File: config.mk
export PLATFORM = sky130hd
export DESIGN_NAME = mem_stage
export DESIGN_NICKNAME = d
export VERILOG_FILES = /design/src/rtl/riscv_pkg.sv /design/src/rtl/load_store_align.sv /design/src/rtl/mem_stage.sv
export SDC_FILE = /design/constraint.sdc
export NUM_CORES = 1
export LEC_CHECK = 0
export ABC_CLOCK_PERIOD_IN_PS = 2100
export CAP_MARGIN = 30
export CORE_AREA = 5 5 125 174
export DETAILED_ROUTE_END_ITERATION = 10
export DIE_AREA = 0 0 130 179
export PLACE_DENSITY = 0.89
export SYNTH_ARGS = -nofsm -noshare
export SYNTH_HDL_FRONTEND = slang
export SYNTH_HIERARCHICAL = 1
export SYNTH_SLANG_ARGS = --single-unit
File: constraint.sdc
create_clock -name clk -period 2.1 [get_ports clk]
set_input_delay 0.21 -clock clk [delete_from_list [all_inputs] [get_ports clk]]
set_output_delay 0.21 -clock clk [all_outputs]
set_load 0.1 [all_outputs]
File: src/rtl/riscv_pkg.sv
// Shared RISC-V pipeline definitions.
// - XLEN                : datapath and address width
// - mem_funct3_t        : load/store funct3 encodings (store names alias the load ones)
// - mem_state_t         : MEM-stage memory handshake FSM states
// - mem_size_t          : decoded access width
// - access_size()       : funct3 -> access width, illegal encodings fold to a word access
// - load_is_unsigned()  : funct3 selects zero extension
package riscv_pkg;

    localparam int XLEN = 32;

    typedef enum logic [2:0] {
        LB  = 3'd0,
        LH  = 3'd1,
        LW  = 3'd2,
        LBU = 3'd4,
        LHU = 3'd5
    } mem_funct3_t;

    // Stores share the byte/half/word encodings with loads.
    localparam mem_funct3_t SB = LB;
    localparam mem_funct3_t SH = LH;
    localparam mem_funct3_t SW = LW;

    typedef enum logic {
        IDLE = 1'b0,
        BUSY = 1'b1
    } mem_state_t;

    typedef enum logic [1:0] {
        SZ_BYTE = 2'd0,
        SZ_HALF = 2'd1,
        SZ_WORD = 2'd2
    } mem_size_t;

    // Anything that is not a legal encoding for the access kind becomes a word.
    function automatic mem_size_t access_size(input logic [2:0] f3, input logic is_store);
        mem_size_t sz;
        sz = SZ_WORD;
        case (f3)
            LB:      sz = SZ_BYTE;
            LH:      sz = SZ_HALF;
            LBU:     sz = is_store ? SZ_WORD : SZ_BYTE;
            LHU:     sz = is_store ? SZ_WORD : SZ_HALF;
            default: sz = SZ_WORD;
        endcase
        return sz;
    endfunction

    function automatic logic load_is_unsigned(input logic [2:0] f3);
        return (f3 == LBU) || (f3 == LHU);
    endfunction

endpackage

File: src/rtl/load_store_align.sv
// Combinational byte-lane steering for the data-memory port.
// Ports:
// - addr_lo    : effective address bits [1:0]
// - funct3     : access size/sign encoding
// - is_store   : 1 = store, 0 = load (selects which encodings are legal)
// - store_data : register data to store
// - rdata      : raw word read from memory
// - be         : byte enables for the access
// - lane_data  : store data replicated across the byte lanes
// - load_data  : read data shifted down and sign/zero extended
// - misaligned : access is not naturally aligned for its size
module load_store_align
    import riscv_pkg::*;
(
    input  logic [1:0]      addr_lo,
    input  logic [2:0]      funct3,
    input  logic            is_store,
    input  logic [XLEN-1:0] store_data,
    input  logic [XLEN-1:0] rdata,
    output logic [3:0]      be,
    output logic [XLEN-1:0] lane_data,
    output logic [XLEN-1:0] load_data,
    output logic            misaligned
);

    mem_size_t       size;
    logic            uns;
    logic [XLEN-1:0] shifted;

    // Size decode, lane steering and load extension.
    always_comb begin
        size       = access_size(funct3, is_store);
        uns        = load_is_unsigned(funct3);
        // Bring the addressed byte/half down to bit 0.
        shifted    = rdata >> {addr_lo, 3'b000};
        be         = 4'b1111;
        lane_data  = store_data;
        load_data  = shifted;
        misaligned = 1'b0;
        case (size)
            SZ_BYTE: begin
                be         = 4'b0001 << addr_lo;
                lane_data  = {4{store_data[7:0]}};
                load_data  = uns ? {{(XLEN-8){1'b0}}, shifted[7:0]}
                                 : {{(XLEN-8){shifted[7]}}, shifted[7:0]};
                misaligned = 1'b0;
            end
            SZ_HALF: begin
                be         = addr_lo[1] ? 4'b1100 : 4'b0011;
                lane_data  = {2{store_data[15:0]}};
                load_data  = uns ? {{(XLEN-16){1'b0}}, shifted[15:0]}
                                 : {{(XLEN-16){shifted[15]}}, shifted[15:0]};
                misaligned = addr_lo[0];
            end
            default: begin
                be         = 4'b1111;
                lane_data  = store_data;
                load_data  = shifted;
                misaligned = |addr_lo;
            end
        endcase
    end

endmodule

File: src/rtl/mem_stage.sv
// MEM pipeline stage: EX/MEM register, data-memory req/ack FSM, load
// alignment, MEM/WB register and the MEM-stage forwarding tap.
// Ports:
// - clk, rst                 : clock, synchronous active-high reset
// - ex_*                     : instruction arriving from EX
// - dmem_req/we/addr/wdata/be: data-memory request, held until dmem_ack
// - dmem_ack, dmem_rdata     : access completion and raw read word
// - mem_stall                : freeze upstream while the access is outstanding
// - mem_reg_write/rd/forward_value : forwarding tap back to EX
// - misaligned_exc           : misaligned ld/st in this stage
// - wb_*                     : MEM/WB register towards writeback
module mem_stage
    import riscv_pkg::*;
(
    input  logic            clk,
    input  logic            rst,
    input  logic            ex_valid,
    input  logic [XLEN-1:0] ex_alu_result,
    input  logic [XLEN-1:0] ex_mem_write_data,
    input  logic            ex_mem_read,
    input  logic            ex_mem_write,
    input  logic [2:0]      ex_funct3,
    input  logic            ex_reg_write,
    input  logic [4:0]      ex_rd,
    output logic            dmem_req,
    output logic            dmem_we,
    output logic [XLEN-1:0] dmem_addr,
    output logic [XLEN-1:0] dmem_wdata,
    output logic [3:0]      dmem_be,
    input  logic            dmem_ack,
    input  logic [XLEN-1:0] dmem_rdata,
    output logic            mem_stall,
    output logic            mem_reg_write,
    output logic [4:0]      mem_rd,
    output logic [XLEN-1:0] mem_forward_value,
    output logic            misaligned_exc,
    output logic            wb_valid,
    output logic            wb_reg_write,
    output logic [4:0]      wb_rd,
    output logic [XLEN-1:0] wb_data
);

    // EX/MEM register
    logic            exm_valid;
    logic [XLEN-1:0] exm_alu;
    logic [XLEN-1:0] exm_wdata;
    logic            exm_mem_read;
    logic            exm_mem_write;
    logic [2:0]      exm_funct3;
    logic            exm_reg_write;
    logic [4:0]      exm_rd;

    mem_state_t      state;

    logic            mem_op;
    logic            misaligned;
    logic            aligned_op;
    logic [3:0]      be;
    logic [XLEN-1:0] lane_data;
    logic [XLEN-1:0] load_data;

    load_store_align u_align (
        .addr_lo    (exm_alu[1:0]),
        .funct3     (exm_funct3),
        .is_store   (exm_mem_write),
        .store_data (exm_wdata),
        .rdata      (dmem_rdata),
        .be         (be),
        .lane_data  (lane_data),
        .load_data  (load_data),
        .misaligned (misaligned)
    );

    assign mem_op     = exm_valid & (exm_mem_read | exm_mem_write);
    assign aligned_op = mem_op & ~misaligned;

    // EX/MEM holds while stalled, so in BUSY aligned_op is still set; the
    // state term keeps the request up regardless.
    assign dmem_req   = aligned_op | (state == BUSY);
    assign dmem_we    = exm_mem_write;
    assign dmem_addr  = {exm_alu[XLEN-1:2], 2'b00};
    assign dmem_wdata = lane_data;
    assign dmem_be    = be;
    assign mem_stall  = dmem_req & ~dmem_ack;

    assign misaligned_exc    = mem_op & misaligned;
    // Load results are not available here; the ID hazard unit covers load-use.
    assign mem_reg_write     = exm_valid & exm_reg_write & ~exm_mem_read;
    assign mem_rd            = exm_rd;
    assign mem_forward_value = exm_alu;

    // EX/MEM pipeline register, frozen during a stall.
    always_ff @(posedge clk) begin
        if (rst) begin
            exm_valid     <= 1'b0;
            exm_alu       <= '0;
            exm_wdata     <= '0;
            exm_mem_read  <= 1'b0;
            exm_mem_write <= 1'b0;
            exm_funct3    <= 3'd0;
            exm_reg_write <= 1'b0;
            exm_rd        <= 5'd0;
        end else if (!mem_stall) begin
            exm_valid     <= ex_valid;
            exm_alu       <= ex_alu_result;
            exm_wdata     <= ex_mem_write_data;
            exm_mem_read  <= ex_mem_read;
            exm_mem_write <= ex_mem_write;
            exm_funct3    <= ex_funct3;
            exm_reg_write <= ex_reg_write;
            exm_rd        <= ex_rd;
        end else begin
            exm_valid     <= exm_valid;
        end
    end

    // Memory handshake FSM: a same-cycle ack never leaves IDLE.
    always_ff @(posedge clk) begin
        if (rst) begin
            state <= IDLE;
        end else begin
            case (state)
                IDLE:    state <= (aligned_op && !dmem_ack) ? BUSY : IDLE;
                BUSY:    state <= dmem_ack ? IDLE : BUSY;
                default: state <= IDLE;
            endcase
        end
    end

    // MEM/WB pipeline register; a stalled cycle retires a bubble.
    always_ff @(posedge clk) begin
        if (rst || mem_stall) begin
            wb_valid     <= 1'b0;
            wb_reg_write <= 1'b0;
            wb_rd        <= 5'd0;
            wb_data      <= '0;
        end else begin
            wb_valid     <= exm_valid & ~(mem_op & misaligned);
            wb_reg_write <= exm_valid & exm_reg_write & ~exm_mem_write
                            & ~(mem_op & misaligned) & (exm_rd != 5'd0);
            wb_rd        <= exm_rd;
            wb_data      <= exm_mem_read ? load_data : exm_alu;
        end
    end

endmodule

==> After elaboration in Yosys (flattened, before gate mapping) <==
Index checks and enable logic that the tools add are counted.
Widths: inputs -> output; s select.
{ "word_totals": {"regBits": 116, "output_inout_bits": 149} }
{ "op_classes": {"eq_ne": 4, "n_shift": 2, "n_mux": 14, "bitwise_logic": 18, "n_reduce_logical": 8} }
{ "ops": {"columns": ["cell", "n"], "rows": [
  ["$pmux 32 s2", 2],
  ["$mux 32", 3],
  ["$shr 32x5->32", 1],
  ["$and 1x1->1", 10],
  ["$pmux 2 s4", 1],
  ["$pmux 4 s2", 1],
  ["$eq 3x3->1 const B", 2],
  ["$not 1->1", 6],
  ["$reduce_bool 5->1", 1],
  ["$mux 2", 2],
  ["$mux 4", 1],
  ["$pmux 1 s2", 2],
  ["$shl 1x2->4 const A", 1],
  ["$eq 3x1->1 const B", 1],
  ["$logic_not 3->1", 1],
  ["$eq 2x1->1 const B", 1],
  ["$logic_not 2->1", 1],
  ["$logic_or 1x1->1", 2],
  ["$mux 1", 2],
  ["$or 1x1->1", 2],
  ["$reduce_or 2->1", 1],
  ["$logic_and 1x1->1", 1],
  ["$logic_not 1->1", 1]
]} }

==> Longest topological paths before layout <==
Gate-level depths: netlist (run 1).
{ "logic_depth": {"word_depth": 9, "ltp_mapped": 11, "mapped_depth_nobuf": 6} }

==> Hierarchy <==
Netlist (run 1), hierarchy kept.
{ "modules_own_cells": {"columns": ["module", "instances", "cells_each", "area_per_inst_um2"], "rows": [
  ["mem_stage", 1, 884, 7388.3],
  ["load_store_align", 1, 162, 1268.7]
]} }

==> Least setup slack after synthesis (run 1) <==
OpenSTA, ideal clock, no wires.
{ "synth_timing": {"kind": "flip-flop to output port", "from": "reg exm_alu[1], in the netlist mem_forward_value[1]", "to": "out dmem_be[2]", "t_arrival_ns": 3.762, "required_ns": 1.890, "slack_ns": -1.872, "stages_incl_launch_ff": 6, "path_cell_list": "dfxtp_1 > buf_2 > buf_6 > inv_1 > buf_2 > o21ai_0"} }
{ "synth_via": {"elab_chain_len": 2, "word_cells_on_any_way": 3, "classes_between": "shift (1); mux (2)"} }
{ "synth_rtl": {"columns": ["element", "line_no", "rtl"], "rows": [
  ["start: declaration", "mem_stage.sv:45", "logic [XLEN-1:0] exm_alu;"],
  ["start signal: assignment", "mem_stage.sv:105", "exm_alu <= ex_alu_result;"],
  ["$mux 4 or $shl 1x2->4 (tied branches)", "load_store_align.sv:49, load_store_align.sv:42", null],
  ["$pmux 4 s2 (*)", "load_store_align.sv:40", "case (size)"],
  ["end: declaration", "mem_stage.sv:29", "output logic [3:0] dmem_be,"]
]} }
Mark *: on every way between the ends. The rest lies on a longest branch, timed or not.

==> Worst setup path after layout (run 1) <==
{ "layout_timing": {"from": "reg exm_funct3[2]", "to": "out dmem_wdata[31]"} }
{ "layout_via": {"elab_chain_len": 4, "word_cells_on_any_way": 8, "classes_between": "eq/ne (4); mux (2); reduce/logical (2)"} }
{ "layout_rtl": {"columns": ["element", "line_no", "rtl"], "rows": [
  ["start: declaration", "mem_stage.sv:49", "logic [2:0] exm_funct3;"],
  ["start signal: assignment", "mem_stage.sv:109", "exm_funct3 <= ex_funct3;"],
  ["$eq 3x3->1 (tied with other cells)", "riscv_pkg.sv:40", "case (f3)"],
  ["$pmux 2 s4 (*)", "riscv_pkg.sv:40", null],
  ["$eq 2x1->1 or $logic_not 2->1 (tied branches)", "load_store_align.sv:40", null],
  ["$pmux 32 s2 (*)", "load_store_align.sv:40", null],
  ["end: declaration", "mem_stage.sv:28", "output logic [XLEN-1:0] dmem_wdata,"]
]} }
Marks and branches as above.

==> out/metrics.cfg, run 1 <==
[pwr]
combPwrFrac = 0.484
clock_power_share = 0.265
irDropWorstVdd_uv = 590
p_switching_mw = 4.97
power.internal_mw = 5.79
power.leakage_nw = 4.88
swShare = 0.462
pwr-share-seq = 0.251
power_density_nw_per_um2 = 896

[synth]
async_flop_share = 0
syn_area_per_cell_um2 = 8.28
syn-cell-area_um2 = 8660
yosysTopAreaCell = dfxtp_1
syn-instance-count = 1046
yosysWarnings = 6
synthTopCellsByArea = dfxtp_1 (27%), nor3b_1 (13%), nand3_1 (8.6%)
synth.ff_latch_count = 116
seq_area_frac_synth = 0.268
ys.flop_type = dfxtp_1
synth_edf_count = 0
synth_top_area_share = 0.268
yosysUniqueCellTypes = 44

[setup_path]
critical_path_required_ns = 1.89
critPathLaunchType = register
critPathArrivalTime_ns = 1.86
r2r_cells = 7
crit_fanout = 12
cp-end-kind = output pin
path_class = reg -> out

[timing]
setup_ws_ns = 0.0345
slew_headroom = 0.524
finalClockSkew_ns = 0.00938
whs_ns = 0.0635
min_period_ns = 2.07
hold_viol_final = 0
fin_setup_tns_ns = 0
setup_viol = 0
worst_pin_slew_ns = 0.714
max_freq_ghz = 0.484
rsz0062_at_grt = true
final.period_utilization = 0.984
finalMaxSlewViolations = 0

[clock_network]
cts_tree = built
htreeDepth = 4
clk_latency_ns = 0.42
clkSinkCount = 116
clk_pin_slew_worst_paths_ns = 0.05
clockBufferDepth = 2
cts_root_buffer = clkbuf_16
postCtsHoldBufs = 0
cts_buffers = 17

[cells_and_area]
nets = 1320
area_growth_pct = 38.8
multiInputGateArea_um2 = 5530
design_area_um2 = 12000
layout-drive-gt1-share = 0.278
seq_area_um2 = 2340
nFillCells = 1638

[routing]
drt-initial-drc-count = 1087
dr.pass1.iters = 5
dr_total_vias = 9238
final_antenna_net_count = 0
drc = 0
via_per_inst = 6.27
routed_wl_um = 32800
wire_per_inst_um = 22.2

[floorplan]
initial_utilization = 0.436
fp-row-count = 61
die-area_um2 = 23300
ios = 260
die_w_um = 130
coreArea_um2 = 19800
die_h_um = 179

[hold_path]
min_path_type = in -> reg
worstHoldPathCells = 2

[placed_design]
hpwl_um = 21300
place_area_um2 = 11200
portBuffers = 257
gp_congestion = 0.888
dp_slack_ns = 0.0366

[job]
maxCapViolCount = 0

[outcome]
status = finished, final reports clean

[global_routing]
antenna_found_initial = 2
grt_pass1_vias = 8775
grt_max_degree = 118
grt_first_pass_wirelength_um = 48800
grt-ovfl-total = 0
grt_usage = 0.264

-- cells by family after synthesis --
logic type | count (synthesis) | share of synthesized area
other | 1 | 0.000433
and+or+nand+nor | 413 | 0.315
DFF | 116 | 0.268
buffers and inverters | 184 | 0.111
AOI/OAI and AO/OA | 257 | 0.212
muxes | 75 | 0.0926
-- worst max-delay path: stages (launching register included) --
cell and delay, ns:
dfxtp_2 0.34, a21oi_4 0.17, buf_8 0.19, bufbuf_16 0.31, nor2_1 0.06, a21oi_2 0.16, buf_12 0.20
-- through the flow --
stage               instances  utilization  power [mW]
finish                   1474        0.606        10.8
global route             1474        0.606        11.1
CTS                      1462        0.600        10.7
detailed placement       1421        0.563        7.77
global placement         1421        0.563        7.72
floorplan                1047            -        6.41
-- layout make-up --
class	count	area share
Antenna cell	1	0.000208
Clock buffer	18	0.0365
Clock inverter	13	0.0112
Inverter	11	0.00375
Multi-Input combinational cell	747	0.460
Sequential cell	116	0.195
Tap cell	252	0.0262
Timing Repair Buffer	316	0.267
-- power groups by stage --
stage	registers (mW)	clock network [mW]	logic [mW]
floorplan	3.68	0	2.73
global placement	2.74	0	4.98
detailed placement	2.75	0	5.02
CTS	2.69	2.88	5.14
global route	2.72	2.99	5.38
finish	2.70	2.86	5.21
-- synthesized netlist by cell type (3+ instances only) --
cell type,n
inv_1,10
o21ai_1,8
a211oi_1,9
buf_1,10
dfxtp_1,116
buf_4,43
a2bb2o_1,6
nor2_1,15
nor2b_1,11
a21oi_1,15
buf_6,8
nor3b_1,149
o21ai_0,81
nand3_1,148
buf_2,40
a22oi_1,7
a31oi_1,75
mux2i_1,49
mux2_2,23
nand2_1,3
o22ai_1,8
clkbuf_1,72
a211oi_2,38
and3b_1,76
-- state kept, by name, summed over array words and instances (netlist names) --
register           count
dmem_we                1
exm_funct3             3
exm_mem_read           1
exm_reg_write          1
exm_valid              1
exm_wdata             32
mem_forward_value     32
mem_rd                 5
state                  1
wb_data               32
wb_rd                  5
wb_reg_write           1
wb_valid               1
-- path summary, 6_finish.rpt --
kind	from	end	slack [ns]
setup / recovery	exm_funct3[2]	dmem_wdata[31]	0.03
hold / removal	rst	wb_valid	0.06
setup reg to reg	mem_forward_value[0]	wb_data[21]	0.10
hold reg to reg	mem_rd[3]	wb_rd[3]	0.50
-- routing by layer --
| metal | wire length (um) | vias to the layer above | share of wire | global-route usage |
|---|---|---|---|---|
| li1 | - | 4192 | - | - |
| met1 | 11600 | 4379 | 0.35 | 0.299 |
| met2 | 16400 | 542 | 0.50 | 0.451 |
| met3 | 2800 | 123 | 0.085 | 0.0572 |
| met4 | 1950 | 2 | 0.060 | 0.155 |
| met5 | 16 | - | 0.00049 | 0 |
-- layout by cell type (no fill, tap or decap), types with 8 or more instances in the layout --
cell type and count:
o21ai_0 76, nor3b_1 149, a211oi_1 9, o21ai_1 8
dfxtp_1 109, inv_1 8, a21oi_2 8, mux2i_1 49
nand3_1 148, mux2_4 10, clkbuf_16 17, buf_12 40
nor2_1 13, nor2b_1 10, a211oi_2 38, clkdlybuf4s50_1 108
and3b_1 76, a31oi_1 75, buf_4 163, mux2_2 15
-- timing repair --
action / CTS / global route
resized for setup: 11 / 8
setup buffers: 8 / 11
pin swaps: 2 / 4
endpoints found under the setup margin: 27 / 15
cloned: 2 / 0
(Power assumes the default switching activity.)
==> run 2: changes to the inputs <==
- ABC_AREA: unset -> 0
==> results of run 2 <==
Same layout as run 1: the final DEF is identical, and so are final timing and power.
==> run 3: changes to the inputs <==
- SETUP_SLACK_MARGIN: unset -> 0.3
==> out/metrics.cfg, run 3 (synthesis results as in run 1) <==
[clock_network]
cts_tree = built  ; unchanged
cts_buffers = 17  ; unchanged
clk_pin_slew_worst_paths_ns = 0.06  ; was 0.05 ns
postCtsHoldBufs = 0  ; unchanged
clk_latency_ns = 0.41  ; was 0.42 ns
htreeDepth = 4  ; unchanged
clockBufferDepth = 2  ; unchanged
clkSinkCount = 116  ; unchanged
cts_root_buffer = clkbuf_16  ; unchanged

[routing]
dr_total_vias = 9620  ; was 9238
dr.pass1.iters = 9  ; was 5
wire_per_inst_um = 24.6  ; was 22.2 um
routed_wl_um = 36500  ; was 32800 um
via_per_inst = 6.47  ; was 6.27
drc = 0  ; unchanged
drt-initial-drc-count = 1106  ; was 1087
final_antenna_net_count = 0  ; unchanged

[global_routing]
grt_max_degree = 184  ; was 118
grt_first_pass_wirelength_um = 51600  ; was 48800 um
grt_pass1_vias = 9178  ; was 8775
grt-ovfl-total = 0  ; unchanged
antenna_found_initial = 4  ; was 2
grt_usage = 0.280  ; was 0.264

[setup_path]
r2r_cells = 6  ; was 7
crit_fanout = 8  ; was 12
critPathArrivalTime_ns = 1.92  ; was 1.86 ns
critical_path_required_ns = 1.89  ; about the same
critPathLaunchType = register  ; unchanged
cp-end-kind = output pin  ; unchanged
path_class = reg -> out  ; unchanged

[cells_and_area]
area_growth_pct = 45.9  ; was 38.8%
layout-drive-gt1-share = 0.304  ; was 0.278
design_area_um2 = 12600  ; was 12000 um2
layout_commonest_cell = buf_4  ; unchanged
final_cell_mix = buf_4 (152), nor3b_1 (149), nand3_1 (148)  ; was buf_4 (163), nor3b_1 (149), nand3_1 (148)
nets = 1330  ; was 1320

[pwr]
power_density_nw_per_um2 = 897  ; was 896 nW/um2
power.leakage_nw = 5.04  ; was 4.88 nW
irDropWorstVdd_uv = 592  ; was 590 uV

[floorplan]
die-area_um2 = 23300  ; unchanged
die_w_um = 130  ; unchanged
die_h_um = 179  ; unchanged
fp-row-count = 61  ; unchanged
ios = 260  ; unchanged
coreArea_um2 = 19800  ; unchanged
initial_utilization = 0.436  ; unchanged

[timing]
whs_ns = 0.296  ; was 0.0635 ns
finalMaxSlewViolations = 0  ; unchanged
hold_viol_final = 0  ; unchanged
slew_headroom = 0.335  ; was 0.524
final.period_utilization = 1.01  ; was 0.984
setup_viol = 10  ; was 0
setup_ws_ns = -0.0276  ; was 0.0345 ns
finalClockSkew_ns = 0.00819  ; was 0.00938 ns
rsz0062_at_grt = true  ; unchanged
max_freq_ghz = 0.470  ; was 0.484 GHz
worst_pin_slew_ns = 0.996  ; was 0.714 ns
min_period_ns = 2.13  ; was 2.07 ns

[placed_design]
gp_congestion = 0.913  ; was 0.888
portBuffers = 257  ; unchanged
place_area_um2 = 11300  ; was 11200 um2
hpwl_um = 21100  ; was 21300 um

[hold_path]
min_path_type = in -> reg  ; unchanged
worstHoldPathCells = 4  ; was 2

[outcome]
violations = negative setup slack
status = complete, but fails checks  ; was finished, final reports clean

[job]
maxCapViolCount = 0  ; unchanged

==> run 3: cell count changes in the layout (fill, tap and decap cells not counted), sizes merged <==
cell,previous run,this run
diode,1,3
o2bb2ai,2,3
clkinv,7,6
clkbuf,19,26
inv,11,12
o221ai,1,2
bufbuf,2,0
buf,205,209
==> run 3: final cells by class <==
type	count	area (um2)
antenna	3	7.51
fill	1534	7210
tap	252	315
multi-input combinational	749	5800
inverter	11	50.0
clock buffer	19	464
sequential	116	2350
timing repair buffer	324	3500
clock inverter	13	149
==> run 3: path summary, 6_finish.rpt <==
path                                            from                     to  slack, ns
worst max-delay path                         dmem_we         dmem_wdata[12]      -0.03
worst min-delay path                             rst  mem_forward_value[31]       0.30
worst max register to register  mem_forward_value[0]             wb_data[3]       0.05
worst min register to register             mem_rd[0]               wb_rd[0]       0.49
==> run 3: power by group <==
group	switching (mW)	internal (mW)	leakage (nW)
Sequential	0.250	2.43	0.971
Clock	1.17	1.86	0.291
Combinational	3.85	1.78	3.78
Total	5.26	6.07	5.04
==> run 3: metal layers <==
metal	global-route usage	routed length, um	up-vias
li1	-	-	4231
met1	0.319	12700	4578
met2	0.471	17900	645
met3	0.0560	3350	164
met4	0.187	2590	2
met5	0	11	-
==> run 3: per-stage QoR <==
step	setup TNS, ns	worst slack [ns]	power (mW)	util	instances
detailed placement	0	0.0447	7.83	0.567	1419
floorplan	-0.633	-0.219	6.50	-	1047
global placement	0	0.139	7.77	0.567	1419
global route	-0.903	-0.0875	11.6	0.637	1487
finish	-0.157	-0.0276	11.3	0.637	1487
CTS	-0.0317	-0.00686	11.1	0.621	1473
==> run 3: repair_timing <==
item | 4_1_cts | 5_1_grt
setup buffers | 16 | 4
pin swaps | 10 | 26
gates cloned | 6 | 7
resized for setup | 53 | 25
setup endpoints to repair | 82 | 84
==> run 3: worst max-delay path: stages, from the launching register on <==
cell and delay [ns]:
dfxtp_4 0.35, a21oi_4 0.15, nor2b_4 0.23, buf_4 0.21, mux2_2 0.39, buf_12 0.18
